File: src/rtl/spi_pkg.sv
// Shared types and defaults for the SPI responder-side transmitter.
package spi_pkg;

  localparam int SPI_DW          = 12;
  localparam int SPI_SYNC_STAGES = 2;

  typedef enum logic [1:0] {
    IDLE  = 2'd0,
    SHIFT = 2'd1,
    DONE  = 2'd2
  } spi_tx_state_t;

  // Bit counter width: must hold the value DW without wrapping.
  function automatic int spiCntWidth(input int dw);
    return $clog2(dw) + 1;
  endfunction

endpackage

File: src/rtl/spi_sync_edge.sv
// Brings one asynchronous SPI line into the clk domain and reports
// its synchronized level plus single-cycle rise/fall pulses.
module spi_sync_edge
  import spi_pkg::*;
#(
  parameter int STAGES = SPI_SYNC_STAGES
) (
  input  logic i_clk,
  input  logic i_rst,
  input  logic i_async,
  output logic o_level,
  output logic o_rise,
  output logic o_fall
);

  logic [STAGES-1:0] r_sync;
  logic              r_prev;

  // Chain resets low so a line already held low when reset releases (cs mid-frame) never looks like a new falling edge.
  always_ff @(posedge i_clk) begin
    if (!i_rst) begin
      r_sync <= '0;
      r_prev <= 1'b0;
    end else begin
      r_sync <= {r_sync[STAGES-2:0], i_async};
      r_prev <= r_sync[STAGES-1];
    end
  end

  assign o_level = r_sync[STAGES-1];
  assign o_rise  = r_sync[STAGES-1] & ~r_prev;
  assign o_fall  = ~r_sync[STAGES-1] & r_prev;

endmodule

File: src/rtl/spi_slave_tx.sv
// SPI responder transmitter: one-word holding buffer loaded over
// valid/ready, shifted out LSB first on miso during a cs-low frame.
module spi_slave_tx
  import spi_pkg::*;
#(
  parameter int DW          = SPI_DW,
  parameter int SYNC_STAGES = SPI_SYNC_STAGES
) (
  input  logic          i_clk,
  input  logic          i_rst,
  input  logic [DW-1:0] i_din,
  input  logic          i_din_valid,
  output logic          o_din_ready,
  input  logic          i_sclk,
  input  logic          i_cs,
  output logic          o_miso,
  output logic          o_miso_oe,
  output logic          o_busy,
  output logic          o_done,
  output logic          o_underrun,
  output logic          o_aborted
);

  localparam int            CW       = spiCntWidth(DW);
  localparam logic [CW-1:0] LAST_BIT = CW'(DW - 1);

  spi_tx_state_t r_state;
  spi_tx_state_t w_nextState;

  logic          r_holdFull;
  logic [DW-1:0] r_hold;
  logic [DW-1:0] r_shift;
  logic [CW-1:0] r_bitCnt;
  logic          r_exitPending;
  logic          r_done;
  logic          r_underrun;
  logic          r_aborted;

  logic w_sclkLevel;
  logic w_sclkRise;
  logic w_sclkFall;
  logic w_csLevel;
  logic w_csRise;
  logic w_csFall;
  logic w_load;
  logic w_take;
  logic w_start;
  logic w_lastRise;

  spi_sync_edge #(.STAGES(SYNC_STAGES)) u_sclkSync (
    .i_clk   (i_clk),
    .i_rst   (i_rst),
    .i_async (i_sclk),
    .o_level (w_sclkLevel),
    .o_rise  (w_sclkRise),
    .o_fall  (w_sclkFall)
  );

  spi_sync_edge #(.STAGES(SYNC_STAGES)) u_csSync (
    .i_clk   (i_clk),
    .i_rst   (i_rst),
    .i_async (i_cs),
    .o_level (w_csLevel),
    .o_rise  (w_csRise),
    .o_fall  (w_csFall)
  );

  assign w_start     = (r_state == IDLE) && w_csFall;
  assign w_load      = i_din_valid && !r_holdFull;
  assign w_take      = w_start && r_holdFull;
  assign w_lastRise  = (r_state == SHIFT) && w_sclkRise && (r_bitCnt == LAST_BIT);
  assign o_din_ready = ~r_holdFull;

  // Holding buffer: a load only happens when empty, so it can never collide with a frame start draining it.
  always_ff @(posedge i_clk) begin
    if (!i_rst) begin
      r_holdFull <= 1'b0;
      r_hold     <= '0;
    end else if (w_load) begin
      r_holdFull <= 1'b1;
      r_hold     <= i_din;
    end else if (w_take) begin
      r_holdFull <= 1'b0;
    end
  end

  // Shift register and bit counter; the first falling sclk precedes any rise and must not shift bit 0 away.
  always_ff @(posedge i_clk) begin
    if (!i_rst) begin
      r_shift  <= '0;
      r_bitCnt <= '0;
    end else begin
      if (w_csFall) begin
        r_bitCnt <= '0;
      end else if ((r_state == SHIFT) && w_sclkRise) begin
        r_bitCnt <= r_bitCnt + 1'b1;
      end
      if (w_start) begin
        r_shift <= r_holdFull ? r_hold : '0;
      end else if ((r_state == SHIFT) && w_sclkFall && (r_bitCnt != '0)) begin
        r_shift <= r_shift >> 1;
      end
    end
  end

  // Status pulses, plus a one-cycle memo for cs rising together with the final sclk rise.
  always_ff @(posedge i_clk) begin
    if (!i_rst) begin
      r_done        <= 1'b0;
      r_underrun    <= 1'b0;
      r_aborted     <= 1'b0;
      r_exitPending <= 1'b0;
    end else begin
      r_done        <= w_lastRise;
      r_underrun    <= w_start && !r_holdFull;
      r_aborted     <= (r_state == SHIFT) && w_csRise && !w_lastRise;
      r_exitPending <= w_lastRise && w_csRise;
    end
  end

  // FSM state register.
  always_ff @(posedge i_clk) begin
    if (!i_rst) begin
      r_state <= IDLE;
    end else begin
      r_state <= w_nextState;
    end
  end

  // FSM next state: completing the word wins over a simultaneous cs release.
  always_comb begin
    w_nextState = r_state;
    case (r_state)
      IDLE: begin
        if (w_csFall) w_nextState = SHIFT;
      end
      SHIFT: begin
        if (w_lastRise)    w_nextState = DONE;
        else if (w_csRise) w_nextState = IDLE;
      end
      DONE: begin
        if (w_csRise || r_exitPending) w_nextState = IDLE;
      end
      default: w_nextState = IDLE;
    endcase
  end

  // FSM outputs: miso is driven only inside a frame and is zero once the word is complete.
  always_comb begin
    o_miso    = 1'b0;
    o_miso_oe = 1'b0;
    o_busy    = 1'b0;
    case (r_state)
      SHIFT: begin
        o_miso    = r_shift[0];
        o_miso_oe = 1'b1;
        o_busy    = 1'b1;
      end
      DONE: begin
        o_miso_oe = 1'b1;
        o_busy    = 1'b1;
      end
      default: begin
        o_miso    = 1'b0;
        o_miso_oe = 1'b0;
        o_busy    = 1'b0;
      end
    endcase
  end

  assign o_done     = r_done;
  assign o_underrun = r_underrun;
  assign o_aborted  = r_aborted;

  // Synchronized levels are not needed by the control logic; folded here to keep every net consumed.
  logic w_unusedLevels;
  assign w_unusedLevels = w_sclkLevel ^ w_csLevel;

endmodule
File: config.mk
export PLATFORM = sky130hd
export DESIGN_NAME = spi_slave_tx
export DESIGN_NICKNAME = d
export VERILOG_FILES = /design/src/rtl/spi_pkg.sv /design/src/rtl/spi_sync_edge.sv /design/src/rtl/spi_slave_tx.sv
export SDC_FILE = /design/constraint.sdc
export NUM_CORES = 1
export LEC_CHECK = 0
export CORE_AREA = 4 4 75 56
export CTS_BUF_LIST = sky130_fd_sc_hd__clkbuf_16
export CTS_CLUSTER_SIZE = 24
export DETAILED_ROUTE_END_ITERATION = 8
export DIE_AREA = 0 0 79 60
export PLACE_DENSITY = 0.76
export SETUP_SLACK_MARGIN = 0.05
export SLEW_MARGIN = 30
export SYNTH_ARGS = -nofsm -noshare
export SYNTH_HDL_FRONTEND = slang
export SYNTH_HIERARCHICAL = 1
export SYNTH_SLANG_ARGS = --single-unit
File: constraint.sdc
create_clock -name i_clk -period 2.1 [get_ports i_clk]
set_clock_uncertainty 0.2 [all_clocks]
set_input_delay 0.315 -clock i_clk [delete_from_list [all_inputs] [get_ports i_clk]]
set_output_delay 0.315 -clock i_clk [all_outputs]
set_load 0.02 [all_outputs]
# Word-level counts from Yosys, hierarchy flattened

Index checks and enable logic that the tools add are counted.

Add/sub/neg operators: 1
Eq/ne operators: 6
Multiplexer cells: 12
Bitwise operators: 10
Reduce and logical (&&, ||, !) cells: 21

Operators by type and width:

| cell                                                | number |
|---|---|
| two-way mux 12 bit                                  | 3 |
| logical AND 1 bit                                   | 11 |
| two-way mux 2 bit                                   | 4 |
| NOT 1 bit                                           | 6 |
| one-hot mux 2 bit (3 select lines)                  | 1 |
| adder 5 x 1 -> 5 bit, second input constant         | 1 |
| equality test 5 x 4 -> 1 bit, second input constant | 1 |
| nonzero test 5 bit                                  | 1 |
| AND 1 bit                                           | 4 |
| two-way mux 1 bit                                   | 4 |
| != test 2 bit, second input constant                | 2 |
| nonzero test 2 bit                                  | 2 |
| OR reduction 2 bit                                  | 2 |
| != test 3 bit, second input constant                | 1 |
| AND reduction 3 bit                                 | 1 |
| equality test 2 x 1 -> 1 bit, second input constant | 1 |
| equality test 2 bit, second input constant          | 1 |
| zero test 1 bit                                     | 2 |
| zero test 2 bit                                     | 1 |
| logical OR 1 bit                                    | 1 |

Register bits: 42
Input bits: 17
Output and inout port bits: 7
Word-level logic and storage cells: 63

# Longest topological paths before layout

Gate-level depths: netlist (run 1).

Depth after elaboration: 6
Depth in mapped cells: 7
Depth with buffers taken out: 6

# Cells and area by module

Netlist (run 1), hierarchy kept.

Modules (own cells, without submodules):

| module        | instances | cells an instance | area an instance (um^2) | seq. area each (um^2) |
|---|---|---|---|---|
| spi_slave_tx  | 1         | 188               | 1,635.3                 | 720.7 |
| spi_sync_edge | 2         | 8                 | 91.3                    | 60.1 |

# Worst setup path before layout (run 1)

No wires, ideal clock.

Path type: register to register
Start: reg r_state[1]
End: reg r_shift[10]
Library setup time: 0.133 ns
Arrival time: 1.290 ns
Data required time: 1.767 ns
Slack: 0.477 ns
Stages on the path, launching flop included: 8
Path buffers: 1
Clock period less this slack: 1.623 ns
Cell sequence: dfxtp_1 > inv_1 > ha_1 > nand2_1 > a31oi_4 > buf_6 > mux2i_1 > a21oi_1

Cells in the longest elaborated chain, start to end: 4
Elaborated cells on any way between the ends: 7
Those cells by class: eq/ne (1); mux (1); reduce/logical (5)

RTL lines:

| what                           | line                | source |
|---|---|---|
| start, declared                | spi_slave_tx.sv:27  | `spi_tx_state_t r_state;` |
| start signal, assigned         | spi_slave_tx.sv:126 | `r_state <= w_nextState;` |
| equality test 2 x 1 -> 1 bit   | spi_slave_tx.sv:100 | `end else if ((r_state == SHIFT) && w_sclkFall && (r_bitCnt != '0)) begin` |
| logical AND 1 bit (2 in a row) | spi_slave_tx.sv:100 |  |
| nonzero test 2 bit (no line)   | n/a                 |  |
| end signal, assigned           | spi_slave_tx.sv:99  | `r_shift <= r_holdFull ? r_hold : '0;` |
| end signal, assigned           | spi_slave_tx.sv:101 | `r_shift <= r_shift >> 1;` |
| end, declared                  | spi_slave_tx.sv:32  | `logic [DW-1:0] r_shift;` |

Several ways; a longest one is shown, not always the timed one.
A chain may end at the register's enable or synchronous reset.

# Worst setup path in the final report (run 1)

Start: reg r_state[1]
End: out o_miso

Cells in the longest elaborated chain, start to end: 2

RTL lines:

| what                         | line                | source |
|---|---|---|
| equality test 2 x 1 -> 1 bit | spi_slave_tx.sv:153 | `case (r_state)` |
| two-way mux 1 bit            | spi_slave_tx.sv:153 |  |
| end, declared                | spi_slave_tx.sv:16  | `output logic o_miso,` |

Every way passes these cells.

==> results of run 1 <==
[power by group through the flow]
stage          registers, mW  clock network (mW)  logic, mW
2_1_floorplan          0.868                   0      0.156
3_3_place_gp           0.874                   0      0.229
3_5_place_dp           0.875                   0      0.231
4_1_cts                0.858               0.855      0.223
5_1_grt                0.865               0.899      0.248
6_report               0.858               0.839      0.220
[cell usage after synthesis]
cell type / number
a21boi_0: 12
a21boi_1: 1
a21oi_1: 14
a31oi_4: 1
and2_1: 21
and2b_2: 1
and3_1: 1
and4_1: 1
buf_2: 2
buf_4: 1
buf_6: 1
clkbuf_1: 7
dfxtp_1: 42
ha_1: 6
inv_1: 8
mux2i_1: 12
nand2_1: 36
nand2b_1: 1
nand4_1: 3
nor2_1: 5
nor2b_1: 6
nor3_1: 1
nor3b_1: 1
o21ai_0: 12
o22ai_1: 1
o32ai_1: 1
or2_0: 1
or4_1: 1
xnor2_1: 2
xor2_1: 2
[through the flow]
| stage | hold slack (ps) | total power [mW] | cell area [um^2] | setup slack, ps |
|---|---|---|---|---|
| finish | 233.4 | 1.917 | 2246 | 155.9 |
| global route | 255.5 | 2.013 | 2246 | 69.86 |
| CTS | 235.3 | 1.937 | 2246 | 147.5 |
| detailed placement | 221.8 | 1.106 | 2086 | 204.7 |
| global placement | 213.2 | 1.103 | 2086 | 240.7 |
| floorplan | 211.8 | 1.024 | 1818 | 477.0 |
[metal layers]
layer / GRT usage (%) / up-vias
li1: - / 721
met1: 20.11 / 565
met2: 20.62 / 25
met3: 4.518 / 7
met4: 8.088 / 0
met5: 0 / -
[logic make-up after synthesis]
| logic type | after synthesis | synth area share [%] |
|---|---|---|
| adders and majority gates | 6 | 4.129 |
| muxes | 12 | 6.607 |
| AOI/OAI and AO/OA | 42 | 14.52 |
| xor gates and xnor gates | 4 | 1.927 |
| buffers and inverters | 19 | 4.680 |
| DFF | 42 | 46.25 |
| and+or+nand+nor | 79 | 21.89 |
[flip-flops by register name (all words and copies together), names as in the netlist]
| name | flops |
|---|---|
| r_hold | 12 |
| r_shift | 12 |
| r_bitCnt | 5 |
| r_state | 2 |
| u_csSync/r_sync | 2 |
| u_sclkSync/r_sync | 2 |
| o_aborted | 1 |
| o_done | 1 |
| o_underrun | 1 |
| r_exitPending | 1 |
| r_holdFull | 1 |
| u_csSync/r_prev | 1 |
| u_sclkSync/r_prev | 1 |
[path summary, 6_finish.rpt]
| kind | to | depth (start not counted) | startpoint | slack (ps) |
|---|---|---|---|---|
| setup / recovery | o_miso | 4 | r_state[1]$_SDFFE_PN0P_ | 160 |
| hold / removal | u_sclkSync/r_sync[1]$_SDFF_PN0_ | 1 | u_sclkSync/r_sync[0]$_SDFF_PN0_ | 230 |
| setup reg to reg | r_shift[10]$_SDFFE_PN0P_ | 7 | r_state[1]$_SDFFE_PN0P_ | 300 |
| hold reg to reg | u_sclkSync/r_sync[1]$_SDFF_PN0_ | 1 | u_sclkSync/r_sync[0]$_SDFF_PN0_ | 230 |
[area by class of cell]
class / instances / area, um^2
clock buffer: 5 / 125.1
clock inverter: 3 / 37.54
fill: 315 / 1222
inverter: 8 / 30.03
multi-input combinational: 143 / 892.1
sequential: 42 / 842.1
tap: 50 / 62.56
timing repair buffer: 27 / 256.5
[timing repair]
item,CTS,global route
resized for setup,4,0
setup buffers,0,0
setup endpoints to repair,4,0
==> reports/qor.csv, run 1 <==
metric,value,unit
syn_inst,204,
cp_cell_sequence,inv_1 -> ha_1 -> and2_1 -> dlygate4sd2_1,
drv_slew,0,
max-cap-violations,0,
worst_hold_path_type,reg -> reg,
n_antenna_cell,0,
core,3468,um^2
final_common_cell,dfxtp_1,
internal_power,1.491,mW
grt_pass1_vias,1177,
path_clk_slew,60,ps
syn-num-nets,227,
hpwl,2.159,mm
htree_levels,2,
placed_cells,270,
ys_ff_latch,42,
switching_power,426.0,uW
vias,1318,
highest_layer,met4,
drtIter0Drc,80,
cts_hold_buf,0,
seqPwrFrac,44.8,%
grtUsageTotal,14.70,%
worstSetupPathType,reg -> out,
fin_nets,250,
min_period,1944,ps
fin_util,64.75,%
peakVddDrop,526.9,uV
drc_errors,0,
clock_sinks,42,
drt-pass1-iter-count,4,
slew_headroom,72.74,%
status,completed,
cts_buffers,5,
die-area,4740,um^2
dieWidth,79,um
cts_tree,built,
start_util,52.42,%
start_kind,flip-flop,
worstPathMaxFanout,6,
rsz0062_at_grt,false,
die_y,60,um
ys_warn_count,6,
place.gp.congestion,0.8425,
clk_latency,280,ps
grt_pass1_wl,5.264,mm
synth.distinct_cells,30,
synthTopCellsByArea,"dfxtp_1, nand2_1, and2_1, mux2i_1, a21boi_0",
grt_overflow,0,
cp_data_required_time,1580,ps
routed_wl,3.080,mm
instances_no_fill,278,
synth_area_per_cell,8.912,um^2
finalHoldViolations,0,
setup_tns,0,ps
rows,18,
p_per_area,853.4,nW/um^2
area_growth,23.54,%
setup_viol,0,
pwr-share-clk,43.8,%
antenna_found_initial,0,
cts-root-buf,clkbuf_16,
route.met3.wl,138,um
numPortBuffers,23,
ant_nets,0,
cts_buffer_depth,2,
synth_top_area_share,46.25,%
critical-path-max-stage-delay,350,ps
cp_num_buf_inv,2,
swShare,22.23,%
critical-path-slowest-cell,dfxtp_1,
endpoint_kind,primary output,
combPwrFrac,11.5,%
tightest_slew,407.9,ps
cp_top_family,buffers and inverters,
synth_area_leader_cell,dfxtp_1,
drive_above_1_share,5.702,%
routed-wl-met2,1.204,mm
vias_per_cell,4.741,
num_io_pins,24,
p_leak,0.8489,nW
max_freq,514.4,MHz
final_cell_mix,"dfxtp_1, nand2_1, and2_1, clkdlybuf4s50_1, a21oi_1",
grt_max_degree,40,
syn_area,1818,um^2
wl_met1,1.668,mm
period_share,92.58,%
seq_area_frac_synth,46.25,%
wl_per_cell,11.08,um
cp_data_arrival_time,1430,ps
Power figures use the tool's default switching activity.
==> run 2: changes to the inputs <==
--- a/config.mk
+++ b/config.mk
@@ -7,7 +7,7 @@
 export LEC_CHECK = 0
 export CORE_AREA = 4 4 75 56
 export CTS_BUF_LIST = sky130_fd_sc_hd__clkbuf_16
-export CTS_CLUSTER_SIZE = 24
+export CTS_CLUSTER_SIZE = 20
 export DETAILED_ROUTE_END_ITERATION = 8
 export DIE_AREA = 0 0 79 60
 export PLACE_DENSITY = 0.76
==> constraint.sdc (replaced) <==
create_clock -name i_clk -period 2.1 [get_ports i_clk]
set_clock_uncertainty 0.2 [all_clocks]
set_input_delay 0.315 -clock i_clk [delete_from_list [all_inputs] [get_ports i_clk]]
set_output_delay 0.315 -clock i_clk [all_outputs]
set_load 0.005 [all_outputs]
==> run 2 against run 1 <==
First-iteration DRC count down 46%. Critical path type unchanged. Core utilization grew 0.76 points. Cell count up 0.72%. Combinational power is 12% higher.
==> reports/qor.csv, run 2 (synthesis gave the netlist of run 1 again) <==
metric,value,unit
status,completed,
p_per_area,802.4,nW/um^2
instances_no_fill,280,
clock_sinks,42,
fill_cells,331,
worstPathMaxFanout,3,
cp-startpoint,r_state[1]$_SDFFE_PN0P_,
worstSetupPathType,reg -> out,
critical-path-slowest-cell,clkdlybuf4s50_1,
cp_num_buf_inv,2,
finalHoldViolations,0,
die_y,60,um
path_clk_slew,60,ps
die-area,4740,um^2
grt_pass1_wl,5.561,mm
drive_above_1_share,9.130,%
cts_buffers,5,
fin_nets,252,
cts-root-buf,clkbuf_16,
critical-path-max-stage-delay,490,ps
core,3468,um^2
drtIter0Drc,43,
final_cell_mix,"dfxtp_1, nand2_1, clkdlybuf4s50_1, and2_1, a21oi_1",
peakVddDrop,603.1,uV
p_leak,0.8554,nW
cp_top_family,buffers and inverters,
htree_levels,2,
top_regs,"r_hold x12, r_shift x12, r_bitCnt x5",
wl_per_cell,11.83,um
num_io_pins,24,
grtUsageTotal,15.31,%
place.gp.congestion,0.8338,
hpwl,2.272,mm
max_freq,500.7,MHz
dieWidth,79,um
routed_wl,3.311,mm
grt_overflow,0,
cts_tree,built,
start_util,52.42,%
clk_latency,280,ps
grt_pass1_vias,1247,
setup_viol,0,
cp_data_arrival_time,1480,ps
rows,18,
final_common_cell,dfxtp_1,
min-delay-start,u_csSync/r_sync[0]$_SDFF_PN0_,
setup_tns,0,ps
multi_input_area,917.1,um^2
cp_data_required_time,1580,ps
rsz0062_at_grt,false,
numPortBuffers,23,
drv_slew,0,
grt_max_degree,40,
slew_headroom,72.28,%
start_kind,flip-flop,
cts_buffer_depth,2,
timing.rr.start,r_state[0]$_SDFFE_PN0P_,
antenna_found_initial,0,
cp_cell_sequence,inv_4 -> ha_4 -> clkdlybuf4s50_1,
drc_errors,0,
drt-pass1-iter-count,4,
endpoint_kind,primary output,
min_period,1997,ps
worst_hold_path_type,reg -> reg,
area_growth,24.98,%
vias,1373,
vias_per_cell,4.904,
n_antenna_cell,0,
tightest_slew,414.9,ps
period_share,95.11,%
placed_cells,271,
max-cap-violations,0,
ant_nets,0,
seq_area,844.6,um^2
[run 2: routing by layer]
layer,routed length [um],track usage [%]
met1,1708,20.17
met2,1409,23.14
met3,128,4.518
met4,63,7.353
met5,0,0
[run 2: final cells by class]
cell class                      instances  area share, %
Clock buffer                            5          5.507
Inverter                                8          1.432
Sequential cell                        42          37.17
Tap cell                               50          2.753
Multi-Input combinational cell        143          40.36
Clock inverter                          3         0.5507
Timing Repair Buffer                   29          12.22
[run 2: power by group]
group          total [mW]  internal (mW)  switching, mW
Sequential          0.861          0.837         0.0246
Clock               0.716          0.429          0.287
Combinational       0.246          0.136          0.110
[run 2: path summary, 6_finish.rpt]
kind / cells past startpoint / end / slack [ps]
setup / recovery: 3 / o_busy / 100
hold / removal: 1 / u_csSync/r_sync[1]$_SDFF_PN0_ / 230
setup reg to reg: 7 / r_shift[5]$_SDFFE_PN0P_ / 360
hold reg to reg: 1 / u_csSync/r_sync[1]$_SDFF_PN0_ / 230
[run 2: repair_timing]
action | 4_1_cts | 5_1_grt
setup endpoints to repair | 3 | 4
hold endpoints to repair | 0 | 0
setup buffers | 1 | 0
gates resized for setup | 5 | 5
hold buffers | 0 | 0
[run 2: per-stage QoR]
stage	power (mW)	hold WS [ps]	area, um^2	worst slack, ps	util, %
floorplan	1.004	211.8	1818	477.0	-
global placement	1.087	216.5	2093	342.6	60.35
detailed placement	1.090	219.6	2093	290.3	60.35
CTS	1.825	233.8	2253	63.89	64.97
global route	1.911	259.1	2272	65.84	65.51
finish	1.823	234.5	2272	102.7	65.51
[run 2: worst reg2reg max path, stage by stage, from the launching register on]
cell	delay (ps)
dfxtp_2	340
buf_4	120
ha_4	150
nand2_1	90
a31oi_4	140
buf_4	250
mux2i_1	230
a21oi_1	90
==> run 3: changes to the inputs <==
--- a/config.mk
+++ b/config.mk
@@ -5,11 +5,11 @@
 export SDC_FILE = /design/constraint.sdc
 export NUM_CORES = 1
 export LEC_CHECK = 0
-export CORE_AREA = 4 4 75 56
+export CORE_AREA = 4 4 61 68
 export CTS_BUF_LIST = sky130_fd_sc_hd__clkbuf_16
 export CTS_CLUSTER_SIZE = 20
 export DETAILED_ROUTE_END_ITERATION = 8
-export DIE_AREA = 0 0 79 60
+export DIE_AREA = 0 0 65 72
 export PLACE_DENSITY = 0.76
 export SETUP_SLACK_MARGIN = 0.05
 export SLEW_MARGIN = 30
==> run 3 against run 2 <==
Cell count stayed put. Largest power group unchanged. Critical path type unchanged. First-iteration DRC count rose by 37%. Worst hold slack barely moved. Setup slack improved by 6.4 ps. Total power up 6.6%. Highest routed layer unchanged. Core utilization down 0.79 points. Sequential share of layout area is 0.20 points lower.
==> reports/qor.csv, run 3 (synthesis gave the netlist of run 1 again) <==
metric,value,unit
vias_per_cell,4.893,
ant_nets,0,
htree_levels,2,
num_io_pins,24,
worst_hold_path_type,reg -> reg,
peakVddDrop,511.1,uV
die_y,72,um
vias,1370,
drv_slew,0,
place.gp.congestion,0.7852,
top_regs,"r_hold x12, r_shift x12, r_bitCnt x5",
clock_sinks,42,
finalHoldViolations,0,
min-delay-start,u_sclkSync/r_sync[0]$_SDFF_PN0_,
min_period,1991,ps
grt_max_degree,22,
p_leak,0.8754,nW
preCtsSetupSlack,309.3,ps
worstSetupPathType,reg -> out,
start_kind,flip-flop,
fin_ws,109.1,ps
cp_data_required_time,1580,ps
final_cell_mix,"dfxtp_1, nand2_1, and2_1, clkdlybuf4s50_1, a21oi_1",
slew_headroom,71.08,%
endpoint_kind,primary output,
numPortBuffers,23,
timing.rr.start,r_state[0]$_SDFFE_PN0P_,
drive_above_1_share,8.696,%
cts-root-buf,clkbuf_16,
rows,23,
grtUsageTotal,16.53,%
dieWidth,65,um
worstPathMaxFanout,6,
grt_pass1_wl,5.989,mm
n_antenna_cell,0,
status,completed,
p_per_area,848.4,nW/um^2
hpwl,2.267,mm
cts_buffers,5,
path_clk_slew,60,ps
cp_data_arrival_time,1480,ps
setup_viol,0,
start_util,51.36,%
area_growth,26.02,%
drt-pass1-iter-count,3,
tightest_slew,432.5,ps
die-area,4680,um^2
cts_setup_buffers,0,
max_freq,502.3,MHz
cp-startpoint,r_state[1]$_SDFFE_PN0P_,
grt_pass1_vias,1360,
routed_wl,3.261,mm
drc_errors,0,
cts_hold_buf,0,
wl_per_cell,11.65,um
max-cap-violations,0,
period_share,94.80,%
antenna_found_initial,0,
grt_overflow,0,
rsz0062_at_grt,true,
cts_tree,built,
cts_buffer_depth,2,
clk_latency,280,ps
core,3540,um^2
final_common_cell,dfxtp_1,
setup_tns,0,ps
drtIter0Drc,59,
fin_nets,252,
==> run 3: cell count changes in the layout (fill, tap and decap cells not counted), sizes merged <==
cell and change:
clkinv -2, clkinvlp +1, dlymetal6s2s +1, bufinv +1, clkdlybuf4s50 -1
==> run 3: final cells by class <==
type	instances	area, um^2
Fill cell	317	1249
Tap cell	50	62.56
Inverter	8	30.03
Multi-Input combinational cell	143	904.6
Clock inverter	3	41.29
Timing Repair Buffer	29	280.3
Clock buffer	5	125.1
Sequential cell	42	847.1
==> run 3: final timing paths <==
check / slack, ps / cells after the start / to
min reg2reg: 230 / 1 / u_sclkSync/r_sync[1]$_SDFF_PN0_
min: 230 / 1 / u_sclkSync/r_sync[1]$_SDFF_PN0_
max: 110 / 4 / o_miso
max reg2reg: 350 / 6 / r_shift[6]$_SDFFE_PN0P_
==> run 3: per-layer routing <==
metal / global-route usage [%] / up-vias / routed length, um
met5: 0 / - / 0
met4: 8.451 / 0 / 83
met3: 3.251 / 8 / 95
met2: 27.95 / 19 / 1586
met1: 19.84 / 619 / 1495
li1: - / 724 / -
==> run 3: stage by stage <==
step	util [%]	total power, mW	instances	hold slack (ps)	cell area (um^2)
after global routing	64.72	2.026	280	239.5	2291
final	64.72	1.944	280	234.5	2291
after detailed placement	59.35	1.094	272	222.6	2101
after global placement	59.35	1.087	272	215.4	2101
after CTS	64.12	1.957	280	236.7	2270
after floorplan	-	1.004	204	211.8	1818
==> run 3: timing repair <==
item / 4_1_cts / 5_1_grt
cloned: 0 / 0
setup endpoints to repair: 3 / 4
gates resized for setup: 1 / 8
==> run 3: critical path: stages, from the launching register on <==
cell and delay, ps:
dfxtp_2 330, inv_2 80, ha_4 150, and2_1 140, clkdlybuf4s50_1 500
==> run 3: power by group <==
part | internal, mW | total [mW] | switching [mW]
registers | 0.839 | 0.866 | 0.0272
logic | 0.118 | 0.221 | 0.103
clock network | 0.556 | 0.857 | 0.301
total | 1.51 | 1.94 | 0.431
